$ cat config.mk
export PLATFORM = sky130hd
export DESIGN_NAME = jtag_tap_param
export DESIGN_NICKNAME = d
export VERILOG_FILES = /design/src/rtl/jtag_pkg.sv /design/src/rtl/jtag_tap_fsm.sv /design/src/rtl/jtag_tap_param.sv
export SDC_FILE = /design/constraint.sdc
export NUM_CORES = 1
export LEC_CHECK = 0
export ABC_AREA = 1
export BUFFER_PORTS_ARGS = -buffer_cell sky130_fd_sc_hd__buf_2
export CORE_MARGIN = 3
export CORE_UTILIZATION = 48
export CTS_BUF_LIST = sky130_fd_sc_hd__clkbuf_16
export DETAILED_ROUTE_END_ITERATION = 10
export PLACE_DENSITY_LB_ADDON = 0.25
export SYNTH_ARGS = -nofsm -noshare
export SYNTH_HDL_FRONTEND = slang
export SYNTH_SLANG_ARGS = --single-unit
$ cat constraint.sdc
create_clock -name TCK -period 1.97 [get_ports TCK]
set_input_delay 0.197 -clock TCK [delete_from_list [all_inputs] [get_ports TCK]]
set_output_delay 0.197 -clock TCK [all_outputs]
set_load 0.03 [all_outputs]
$ cat src/rtl/jtag_pkg.sv
// Shared TAP definitions: IEEE 1149.1 state encodings, default opcodes,
// IDCODE field layout and the TAP next-state function.
package jtag_pkg;

  typedef enum logic [3:0] {
    StExit2Dr   = 4'h0,
    StExit1Dr   = 4'h1,
    StShiftDr   = 4'h2,
    StPauseDr   = 4'h3,
    StSelectIr  = 4'h4,
    StUpdateDr  = 4'h5,
    StCaptureDr = 4'h6,
    StSelectDr  = 4'h7,
    StExit2Ir   = 4'h8,
    StExit1Ir   = 4'h9,
    StShiftIr   = 4'hA,
    StPauseIr   = 4'hB,
    StIdle      = 4'hC,
    StUpdateIr  = 4'hD,
    StCaptureIr = 4'hE,
    StReset     = 4'hF
  } tap_state_e;

  localparam logic [3:0] OpExtestDef = 4'h0;
  localparam logic [3:0] OpSampleDef = 4'h1;
  localparam logic [3:0] OpInscanDef = 4'h2;
  localparam logic [3:0] OpIdcodeDef = 4'h3;

  localparam int unsigned IdVersionW = 4;
  localparam int unsigned IdPartW    = 16;
  localparam int unsigned IdManufW   = 11;
  localparam int unsigned IdFixedW   = 1;
  localparam int unsigned IdW        = IdVersionW + IdPartW + IdManufW + IdFixedW;

  function automatic tap_state_e tap_next(input tap_state_e st, input logic tms);
    tap_state_e nxt;
    unique case (st)
      StReset:     nxt = tms ? StReset    : StIdle;
      StIdle:      nxt = tms ? StSelectDr : StIdle;
      StSelectDr:  nxt = tms ? StSelectIr : StCaptureDr;
      StCaptureDr: nxt = tms ? StExit1Dr  : StShiftDr;
      StShiftDr:   nxt = tms ? StExit1Dr  : StShiftDr;
      StExit1Dr:   nxt = tms ? StUpdateDr : StPauseDr;
      StPauseDr:   nxt = tms ? StExit2Dr  : StPauseDr;
      StExit2Dr:   nxt = tms ? StUpdateDr : StShiftDr;
      StUpdateDr:  nxt = tms ? StSelectDr : StIdle;
      StSelectIr:  nxt = tms ? StReset    : StCaptureIr;
      StCaptureIr: nxt = tms ? StExit1Ir  : StShiftIr;
      StShiftIr:   nxt = tms ? StExit1Ir  : StShiftIr;
      StExit1Ir:   nxt = tms ? StUpdateIr : StPauseIr;
      StPauseIr:   nxt = tms ? StExit2Ir  : StPauseIr;
      StExit2Ir:   nxt = tms ? StUpdateIr : StShiftIr;
      StUpdateIr:  nxt = tms ? StSelectDr : StIdle;
      default:     nxt = StReset;
    endcase
    return nxt;
  endfunction

endpackage

$ cat src/rtl/jtag_tap_fsm.sv
// 16-state TAP controller with registered state and per-state decodes.
module jtag_tap_fsm
  import jtag_pkg::*;
(
  input  logic       tck_i,
  input  logic       trst_ni,
  input  logic       tms_i,
  output tap_state_e state_o,
  output logic       next_reset_o,
  output logic       capture_dr_o,
  output logic       shift_dr_o,
  output logic       update_dr_o,
  output logic       capture_ir_o,
  output logic       shift_ir_o,
  output logic       update_ir_o
);

  tap_state_e state_q, state_d;

  always_comb begin
    state_d = tap_next(state_q, tms_i);
  end

  always_ff @(posedge tck_i or negedge trst_ni) begin
    if (!trst_ni) begin
      state_q <= StReset;
    end else begin
      state_q <= state_d;
    end
  end

  always_comb begin
    capture_dr_o = 1'b0;
    shift_dr_o   = 1'b0;
    update_dr_o  = 1'b0;
    capture_ir_o = 1'b0;
    shift_ir_o   = 1'b0;
    update_ir_o  = 1'b0;
    unique case (state_q)
      StCaptureDr: capture_dr_o = 1'b1;
      StShiftDr:   shift_dr_o   = 1'b1;
      StUpdateDr:  update_dr_o  = 1'b1;
      StCaptureIr: capture_ir_o = 1'b1;
      StShiftIr:   shift_ir_o   = 1'b1;
      StUpdateIr:  update_ir_o  = 1'b1;
      default: ;
    endcase
  end

  // Lets the top reload the instruction on the same edge that enters reset.
  assign next_reset_o = (state_d == StReset);
  assign state_o      = state_q;

endmodule

$ cat src/rtl/jtag_tap_param.sv
// Parametrised TAP top: IR, IDCODE, bypass, DR mux, falling-edge TDO and
// the capture/shift/update strobes for external scan chains.
module jtag_tap_param
  import jtag_pkg::*;
#(
  parameter int unsigned     IR_W       = 4,
  parameter logic [31:0]     IDCODE_VAL = 32'h1000_0001,
  parameter logic [IR_W-1:0] OP_EXTEST  = IR_W'(OpExtestDef),
  parameter logic [IR_W-1:0] OP_SAMPLE  = IR_W'(OpSampleDef),
  parameter logic [IR_W-1:0] OP_INSCAN  = IR_W'(OpInscanDef),
  parameter logic [IR_W-1:0] OP_IDCODE  = IR_W'(OpIdcodeDef),
  parameter logic [IR_W-1:0] OP_BYPASS  = '1
) (
  input  logic            TCK,
  input  logic            TRST_b,
  input  logic            TMS,
  input  logic            TDI,
  output logic            TDO,
  output logic            tdo_en,
  input  logic            bsr_tdo,
  input  logic            in_scan_tdo,
  output logic            clockdr,
  output logic            capturedr,
  output logic            shiftdr,
  output logic            updatedr,
  output logic            bsr_sel,
  output logic            bsr_extest,
  output logic            in_scan_sel,
  output logic [IR_W-1:0] inst,
  output logic [3:0]      tap_state
);

  localparam logic [IR_W-1:0] IrCapture = IR_W'(2'b01);

  tap_state_e state;
  logic next_reset, cap_dr, sh_dr, upd_dr, cap_ir, sh_ir, upd_ir;

  jtag_tap_fsm u_fsm (
    .tck_i        (TCK),
    .trst_ni      (TRST_b),
    .tms_i        (TMS),
    .state_o      (state),
    .next_reset_o (next_reset),
    .capture_dr_o (cap_dr),
    .shift_dr_o   (sh_dr),
    .update_dr_o  (upd_dr),
    .capture_ir_o (cap_ir),
    .shift_ir_o   (sh_ir),
    .update_ir_o  (upd_ir)
  );

  logic [IR_W-1:0] ir_q, ir_d, inst_q, inst_d;
  logic [IdW-1:0]  id_q, id_d;
  logic            bypass_q, bypass_d;
  logic            tdo_q, tdo_d, tdo_en_q, tdo_en_d;

  logic sel_extest, sel_sample, sel_inscan, sel_idcode, sel_bypass, dr_bit;

  always_comb begin
    sel_extest = (inst_q == OP_EXTEST);
    sel_sample = (inst_q == OP_SAMPLE);
    sel_inscan = (inst_q == OP_INSCAN);
    sel_idcode = (inst_q == OP_IDCODE);
    // Undefined opcodes fall through to the bypass flop.
    sel_bypass = (inst_q == OP_BYPASS) ||
                 !(sel_extest || sel_sample || sel_inscan || sel_idcode);
  end

  always_comb begin
    dr_bit = bypass_q;
    if (sel_extest || sel_sample) begin
      dr_bit = bsr_tdo;
    end else if (sel_inscan) begin
      dr_bit = in_scan_tdo;
    end else if (sel_idcode) begin
      dr_bit = id_q[0];
    end
  end

  always_comb begin
    ir_d     = ir_q;
    inst_d   = inst_q;
    id_d     = id_q;
    bypass_d = bypass_q;
    if (cap_ir) begin
      ir_d = IrCapture;
    end else if (sh_ir) begin
      ir_d = {TDI, ir_q[IR_W-1:1]};
    end
    if (next_reset) begin
      inst_d = OP_IDCODE;
    end else if (upd_ir) begin
      inst_d = ir_q;
    end
    if (sel_idcode && cap_dr) begin
      id_d = IDCODE_VAL;
    end else if (sel_idcode && sh_dr) begin
      id_d = {TDI, id_q[IdW-1:1]};
    end
    if (sel_bypass && cap_dr) begin
      bypass_d = 1'b0;
    end else if (sel_bypass && sh_dr) begin
      bypass_d = TDI;
    end
  end

  always_ff @(posedge TCK or negedge TRST_b) begin
    if (!TRST_b) begin
      ir_q     <= '0;
      inst_q   <= OP_IDCODE;
      id_q     <= IDCODE_VAL;
      bypass_q <= 1'b0;
    end else begin
      ir_q     <= ir_d;
      inst_q   <= inst_d;
      id_q     <= id_d;
      bypass_q <= bypass_d;
    end
  end

  always_comb begin
    tdo_d    = tdo_q;
    tdo_en_d = sh_ir || sh_dr;
    if (sh_ir) begin
      tdo_d = ir_q[0];
    end else if (sh_dr) begin
      tdo_d = dr_bit;
    end
  end

  // Falling-edge launch gives the receiver half a TCK period of setup.
  always_ff @(negedge TCK or negedge TRST_b) begin
    if (!TRST_b) begin
      tdo_q    <= 1'b0;
      tdo_en_q <= 1'b0;
    end else begin
      tdo_q    <= tdo_d;
      tdo_en_q <= tdo_en_d;
    end
  end

  // State only moves on the rising edge, so gating with ~TCK cannot glitch.
  assign clockdr     = ~TCK & (cap_dr | sh_dr) & (sel_extest | sel_sample | sel_inscan);
  assign updatedr    = ~TCK & upd_dr;
  assign capturedr   = cap_dr;
  assign shiftdr     = sh_dr;
  assign bsr_sel     = sel_extest | sel_sample;
  assign bsr_extest  = sel_extest;
  assign in_scan_sel = sel_inscan;
  assign inst        = inst_q;
  assign tap_state   = state;
  assign TDO         = tdo_q;
  assign tdo_en      = tdo_en_q;

endmodule

==> results of run 1 <==
-- cell type report --
class,count,area [um^2]
fillers,330,1390
flip-flops and latches,47,1190
multi-input cells,189,852
repair buffers,44,295
clock buffers,11,235
inverters,27,101
well taps,50,62.6
clock inverters,4,46.3
-- how the worst max path moves through the flow --
stage | cells after the start | endpoint | from
floorplan | 8 | TDO | inst[3]
global placement | 8 | TDO | inst[3]
detailed placement | 8 | TDO | inst[3]
CTS | 1 | TDO | TDO
global route | 1 | TDO | TDO
finish | 1 | TDO | TDO
-- cells in the mapped netlist --
cell / n
a21oi_1: 2
a2bb2oi_1: 1
buf_2: 4
buf_6: 2
clkbuf_1: 4
clkinv_1: 2
dfrtn_1: 2
dfrtp_1: 37
dfstp_2: 8
inv_1: 22
inv_2: 3
nand2_1: 98
nand3_1: 44
nand4_1: 1
nor2_1: 22
nor2_2: 1
nor3_1: 3
nor3_4: 1
nor4_1: 1
o21ai_0: 13
o22ai_1: 2
-- power groups by stage --
stage | Combinational (mW) | Sequential (mW) | Clock (mW)
2_1_floorplan | 1.01 | 1.59 | 0.0154
3_3_place_gp | 1.85 | 1.37 | 0.0193
3_5_place_dp | 1.88 | 1.38 | 0.0193
4_1_cts | 1.93 | 1.38 | 1.41
5_1_grt | 2.19 | 1.41 | 1.47
6_report | 1.99 | 1.38 | 1.40
-- what timing repair did --
action	in CTS	in global routing
resized for setup	6	1
endpoints found under the setup margin	3	3
pin swaps	3	3
hold endpoints to repair	37	0
buffers inserted	0	2
hold buffers	1	0
-- worst register-to-register path, cell delays in order (launching register included) --
cell and delay [ns]:
dfrtp_2 0.42, nor2_4 0.16, nand2_2 0.08, o21ai_2 0.05, nand3_1 0.07, nand2_1 0.06, nand2_1 0.04, nand2_1 0.05
nand2_1 0.04
-- kinds of logic after synthesis --
kind of cell,after synthesis
and+or+nand+nor,171
buffers and inverters,37
DFF,47
AOI/OAI and AO/OA,18
-- per-stage QoR --
step                      instance area, um^2  cells  setup WS, ns  power, mW
after global routing                     2780    372        -0.245       5.07
after CTS                                2760    370        -0.223       4.72
final                                    2780    372        -0.219       4.76
after global placement                   2470    356        -0.126       3.25
after detailed placement                 2470    356        -0.185       3.28
after floorplan                          2190    273        -0.350       2.62
-- registers in the layout, indices dropped and copies added (netlist names) --
| signal | flops |
|---|---|
| inst | 4 |
| ir_q | 4 |
| id_q | 32 |
| TDO | 1 |
| u_fsm.state_o | 4 |
| bypass_q | 1 |
| tdo_en | 1 |
-- routing by layer --
metal	track usage (%)	routed length [um]	vias to the layer above
met1	27.4	2290	865
met2	29.7	2280	35
met5	0	0	-
li1	-	-	959
met3	7.02	200	5
met4	11.7	59	0
==> run_results.csv, run 1 <==
group,metric,value,unit
run_status,status,"complete, but fails checks",
run_status,violations,"setup timing",
min_path,min_path_cells,3,
cts,clk_transition_reported_paths,0.06,ns
power,cellPowerDensity,1710,nW/um^2
placed_design,place_hpwl,3050,um
critical_path,r2r-start,"inst[3]",
min_path,hold_start,"TDI",
cts,clock_latency,0.43,ns
logic_synthesis,synth_top_family_by_area,"simple AND/OR/NAND/NOR gates",
power,swShare,39.1,%
logic_synthesis,yosysTopAreaCellShare,42.8,%
sta,drv_slew,0,
logic_synthesis,syn_avg_cell_area,7.92,um^2
floorplanning,initial_core_util,51.8,%
critical_path,start_kind,"flip-flop",
power,p_seq_share,29.0,%
logic_synthesis,mappedNetlistArea,2160,um^2
power,power.leakage,1.52,nW
floorplanning,ioPinCount,23,
cells_and_area,diodes,0,
cells_and_area,nets,326,
route,drt-total-wl,4830,um
global_routing,grt_use_total,20.7,%
critical_path,r2r_cells,8,
critical_path,critPathArrivalTime,1.99,ns
critical_path,required,1.77,ns
logic_synthesis,synth_cell_types,21,
route,num_vias,1864,
floorplanning,die_w,73.1,um
logic_synthesis,synth_seq_cells,47,
sta,hold_violations,0,
cts,cts_tree,"built",
route,dr.pass1.iters,5,
placed_design,portBuffers,22,
logic_synthesis,yosysWarnings,0,
route,ant_nets,0,
cells_and_area,final_common_cell,"nand2_1",
floorplanning,die_area,5350,um^2
power,intPower,2.90,mW
route,wl_per_cell,13.0,um
route,drtIter0Drc,118,
critical_path,timing.rr.end,"TDO",
critical_path,r2r_slack,-0.10,ns
power,comb_power_share,41.7,%
logic_synthesis,synth_compound_area_share,4.46,%
sta,fin_setup_tns,-0.488,ns
power,p_clk_share,29.3,%
job,drv_cap,0,
logic_synthesis,syn_inst,273,
logic_synthesis,synth-xor-area-share,0,%
floorplanning,core,4170,um^2
placed_design,gp_congestion,0.856,
logic_synthesis,synthMuxAreaShare,0,%
power,ir_drop,0.000755,V
global_routing,grt_pass1_wl,8200,um
critical_path,crit_path_cell_trace,"buf_6",
critical_path,critPathCaptureType,"output pin",
critical_path,critical_path_class,"reg2out",
critical_path,critPathMaxFanout,2,
logic_synthesis,synth_nets,279,
sta,tightestPinTransition,0.558,ns
route,drcViolationCount,0,
route,viasPerCell,5.01,
sta,fin_ws,-0.219,ns
logic_synthesis,yosysTopAreaCell,"dfrtp_1",
min_path,holdPathEnd,"ir_q[3]",
logic_synthesis,synth_area_leaders,"dfrtp_1 43%, nand2_1 17%, nand3_1 10%",
global_routing,grt_start_max_net_pins,46,
cells_and_area,drive_above_1_share,24.2,%
min_path,hold_path_class,"in2reg",
floorplanning,row_count,23,
global_routing,antenna_found_initial,0,
cells_and_area,mostFrequentLayoutCells,"97 x nand2_1, 44 x nand3_1, 35 x dfrtp_1",
floorplanning,die_h,73.1,um
critical_path,slowest_stage,"dfrtn_1",
sta,skew,0.0435,ns
global_routing,grt_pass1_vias,1820,
logic_synthesis,synth.yosys.seq_area_share,54.9,%
logic_synthesis,synthSimpleGateAreaFrac,33.3,%
cells_and_area,fin_util,66.7,%
power,p_sw,1.86,mW
sta,setup_viol,3,
sta,rsz0062_at_grt,"true",
logic_synthesis,synth_adder_area_share,0,%
cells_and_area,area_growth,28.6,%
sta,holdWs,0.0854,ns
critical_path,critPathMaxStageDelay,0.43,ns
critical_path,crit_family,"flip-flops",
critical_path,critical_path_buf_inv_count,1,
sta,slew_headroom,62.8,%
global_routing,grt_remaining_overflow,0,
(Power assumes the default switching activity.)
==> run 2: changes to the inputs <==
--- a/config.mk
+++ b/config.mk
@@ -14,4 +14,5 @@
 export PLACE_DENSITY_LB_ADDON = 0.25
 export SYNTH_ARGS = -nofsm -noshare
 export SYNTH_HDL_FRONTEND = slang
+export SYNTH_HIERARCHICAL = 1
 export SYNTH_SLANG_ARGS = --single-unit
==> constraint.sdc (replaced) <==
create_clock -name TCK -period 2.3 [get_ports TCK]
set_input_delay 0.23 -clock TCK [delete_from_list [all_inputs] [get_ports TCK]]
set_output_delay 0.23 -clock TCK [all_outputs]
set_load 0.03 [all_outputs]
==> run_results.csv, run 2 <==
group,metric,value,unit
run_status,status,"complete, but fails checks",
run_status,violations,"setup timing",
logic_synthesis,yosysWarnings,6,
floorplanning,die_area,5760,um^2
critical_path,crit_path_cell_trace,"buf_6",
floorplanning,die_w,75.9,um
cts,clk_transition_reported_paths,0.06,ns
logic_synthesis,synth_nets,285,
power,cellPowerDensity,1480,nW/um^2
sta,rsz0062_at_grt,"true",
sta,hold_violations,0,
sta,slew_headroom,68.6,%
cells_and_area,regMostFlops,"id_q",
critical_path,required,2.07,ns
logic_synthesis,yosys.cell_count.top_type,"nand2_1",
placed_design,portBuffers,22,
power,swShare,39.4,%
sta,fin_ws,-0.134,ns
global_routing,grt_pass1_vias,1878,
cts,cts_tree,"built",
logic_synthesis,synth_edf_count,0,
critical_path,slowest_stage,"dfrtn_1",
route,drtIter0Drc,120,
logic_synthesis,ys_top_cells_by_count,"76 x nand2_1, 37 x dfrtp_1, 23 x inv_1",
global_routing,antenna_found_initial,0,
floorplanning,initial_core_util,51.7,%
route,ant_nets,0,
critical_path,critical_path_class,"reg2out",
logic_synthesis,syn_inst,279,
power,comb_power_share,42.1,%
global_routing,grt_remaining_overflow,0,
power,intPower,2.72,mW
logic_synthesis,synth_seq_cells,47,
global_routing,grt_use_total,19.6,%
critical_path,start_kind,"flip-flop",
cells_and_area,stdcell_area,3030,um^2
route,num_vias,1942,
cells_and_area,mostFrequentLayoutCells,"75 x nand2_1, 37 x dfrtp_1, 24 x buf_4",
critical_path,critPathCaptureType,"output pin",
placed_design,place_hpwl,3190,um
sta,drv_slew,0,
power,p_seq_share,27.7,%
placed_design,gp_congestion,0.853,
logic_synthesis,syn_avg_cell_area,8.40,um^2
logic_synthesis,mappedNetlistArea,2340,um^2
critical_path,critical_path_buf_inv_count,1,
global_routing,grt_start_max_net_pins,44,
route,drcViolationCount,0,
sta,skew,0.0412,ns
job,drv_cap,0,
floorplanning,row_count,24,
critical_path,critPathMaxStageDelay,0.46,ns
cells_and_area,drive_above_1_share,37.8,%
logic_synthesis,synth_cell_types,30,
route,viasPerCell,4.94,
route,drt-total-wl,4990,um
power,power.leakage,1.44,nW
sta,tightestPinTransition,0.469,ns
critical_path,crit_family,"flip-flops",
placed_design,dp_cells,373,
placed_design,dpl_cell_area,2640,um^2
global_routing,grt_pass1_wl,8220,um
critical_path,critPathMaxFanout,2,
cells_and_area,diodes,0,
cells_and_area,largest_register_ffs,32,
cells_and_area,nets,332,
power,p_sw,1.77,mW
cells_and_area,final_common_cell,"nand2_1",
route,dr.pass1.iters,4,
power,ir_drop,0.00122,V
sta,fin_setup_tns,-0.336,ns
power,p_clk_share,30.2,%
logic_synthesis,yosysTopAreaCellShare,39.5,%
floorplanning,die_h,75.9,um
cells_and_area,final_cells,393,
sta,setup_viol,4,
cells_and_area,area_growth,29.0,%
logic_synthesis,yosysTopAreaCell,"dfrtp_1",
route,wl_per_cell,12.7,um
floorplanning,core,4530,um^2
critical_path,critPathArrivalTime,2.20,ns
placed_design,pre_cts_slack,-0.118,ns
min_path,hold_path_class,"in2reg",
logic_synthesis,synth.yosys.seq_area_share,50.6,%
logic_synthesis,synth-main-ff-cell,"dfrtp_1",
floorplanning,ioPinCount,23,
logic_synthesis,synth_area_leaders,"dfrtp_1 39%, nand2_1 12%, dfstp_2 9.0%",
cts,clock_latency,0.44,ns
logic_synthesis,async_flop_share,100,%
-- run 2: cell count changes in the layout (fill, tap and decap cells not counted), moves of 3 or more --
| cell | previous run | this run |
|---|---|---|
| nand3_2 | 0 | 4 |
| nand2_2 | 1 | 14 |
| a21oi_1 | 2 | 5 |
| clkinv_1 | 3 | 0 |
| o21ai_1 | 0 | 16 |
| o21ai_2 | 1 | 13 |
| nand2_1 | 97 | 75 |
| nand3_1 | 44 | 11 |
| inv_2 | 4 | 8 |
| nor2_2 | 1 | 8 |
-- run 2: stage by stage --
| step | hold WS [ns] | total power [mW] | utilization (%) |
|---|---|---|---|
| floorplan | -0.0656 | 2.51 | - |
| global placement | 0.113 | 2.99 | 58.1 |
| detailed placement | 0.122 | 3.03 | 58.1 |
| CTS | 0.114 | 4.49 | 66.2 |
| global route | 0.129 | 4.77 | 66.7 |
| finish | 0.123 | 4.49 | 66.7 |
-- run 2: worst min-delay path, stage by stage --
cell and delay, ns:
buf_2 0.11, nor2_1 0.10, a211oi_1 0.05
-- run 2: power groups by stage --
stage	sequential, mW	combinational, mW	clock (mW)
final	1.24	1.89	1.36
after floorplan	1.41	1.08	0.0228
after CTS	1.24	1.87	1.38
after global routing	1.27	2.07	1.43
after detailed placement	1.25	1.75	0.0279
after global placement	1.24	1.72	0.0279
-- run 2: what timing repair did --
action / in CTS / in global routing
gates resized for setup: 10 / 3
buffers inserted: 4 / 2
hold buffers: 1 / 0
hold endpoints to repair: 8 / 0
pin swaps: 6 / 2
endpoints found under the setup margin: 6 / 6
cloned: 0 / 0
-- run 2: final timing paths --
path	from	end	slack [ns]	cells past startpoint
min in group asynchronous	TRST_b	ir_q[0]	0.28	2
worst max-delay path	TDO	TDO	-0.13	1
worst min-delay path	TDI	ir_q[3]	0.12	3
worst min register to register	id_q[27]	id_q[27]	0.48	2
max in group asynchronous	TRST_b	tdo_en	0.79	2
worst max register to register	u_fsm/state_o[3]	TDO	-0.10	10
-- run 2: kinds of logic after synthesis --
family                 Yosys count  share of synthesized area, %
flip-flops                      47                          50.6
AND/OR/NAND/NOR                140                          27.7
buffers and inverters           43                          8.86
AO/OA/AOI/OAI                   49                          12.8
-- run 2: metal layers --
layer	wire length [um]	up-vias	global-route usage (%)	share of wire (%)
met5	0	-	0	0
met1	2260	906	23.8	45
met4	146	0	14.0	2.9
li1	-	976	-	-
met3	224	19	6.07	4.5
met2	2360	41	29.4	47
-- run 2: cell type report --
type | count | area (um^2)
Inverter | 32 | 126
Sequential cell | 47 | 1190
Timing Repair Buffer | 45 | 315
Multi-Input combinational cell | 189 | 1000
Tap cell | 65 | 81.3
Fill cell | 357 | 1510
Clock inverter | 4 | 76.3
Clock buffer | 11 | 238
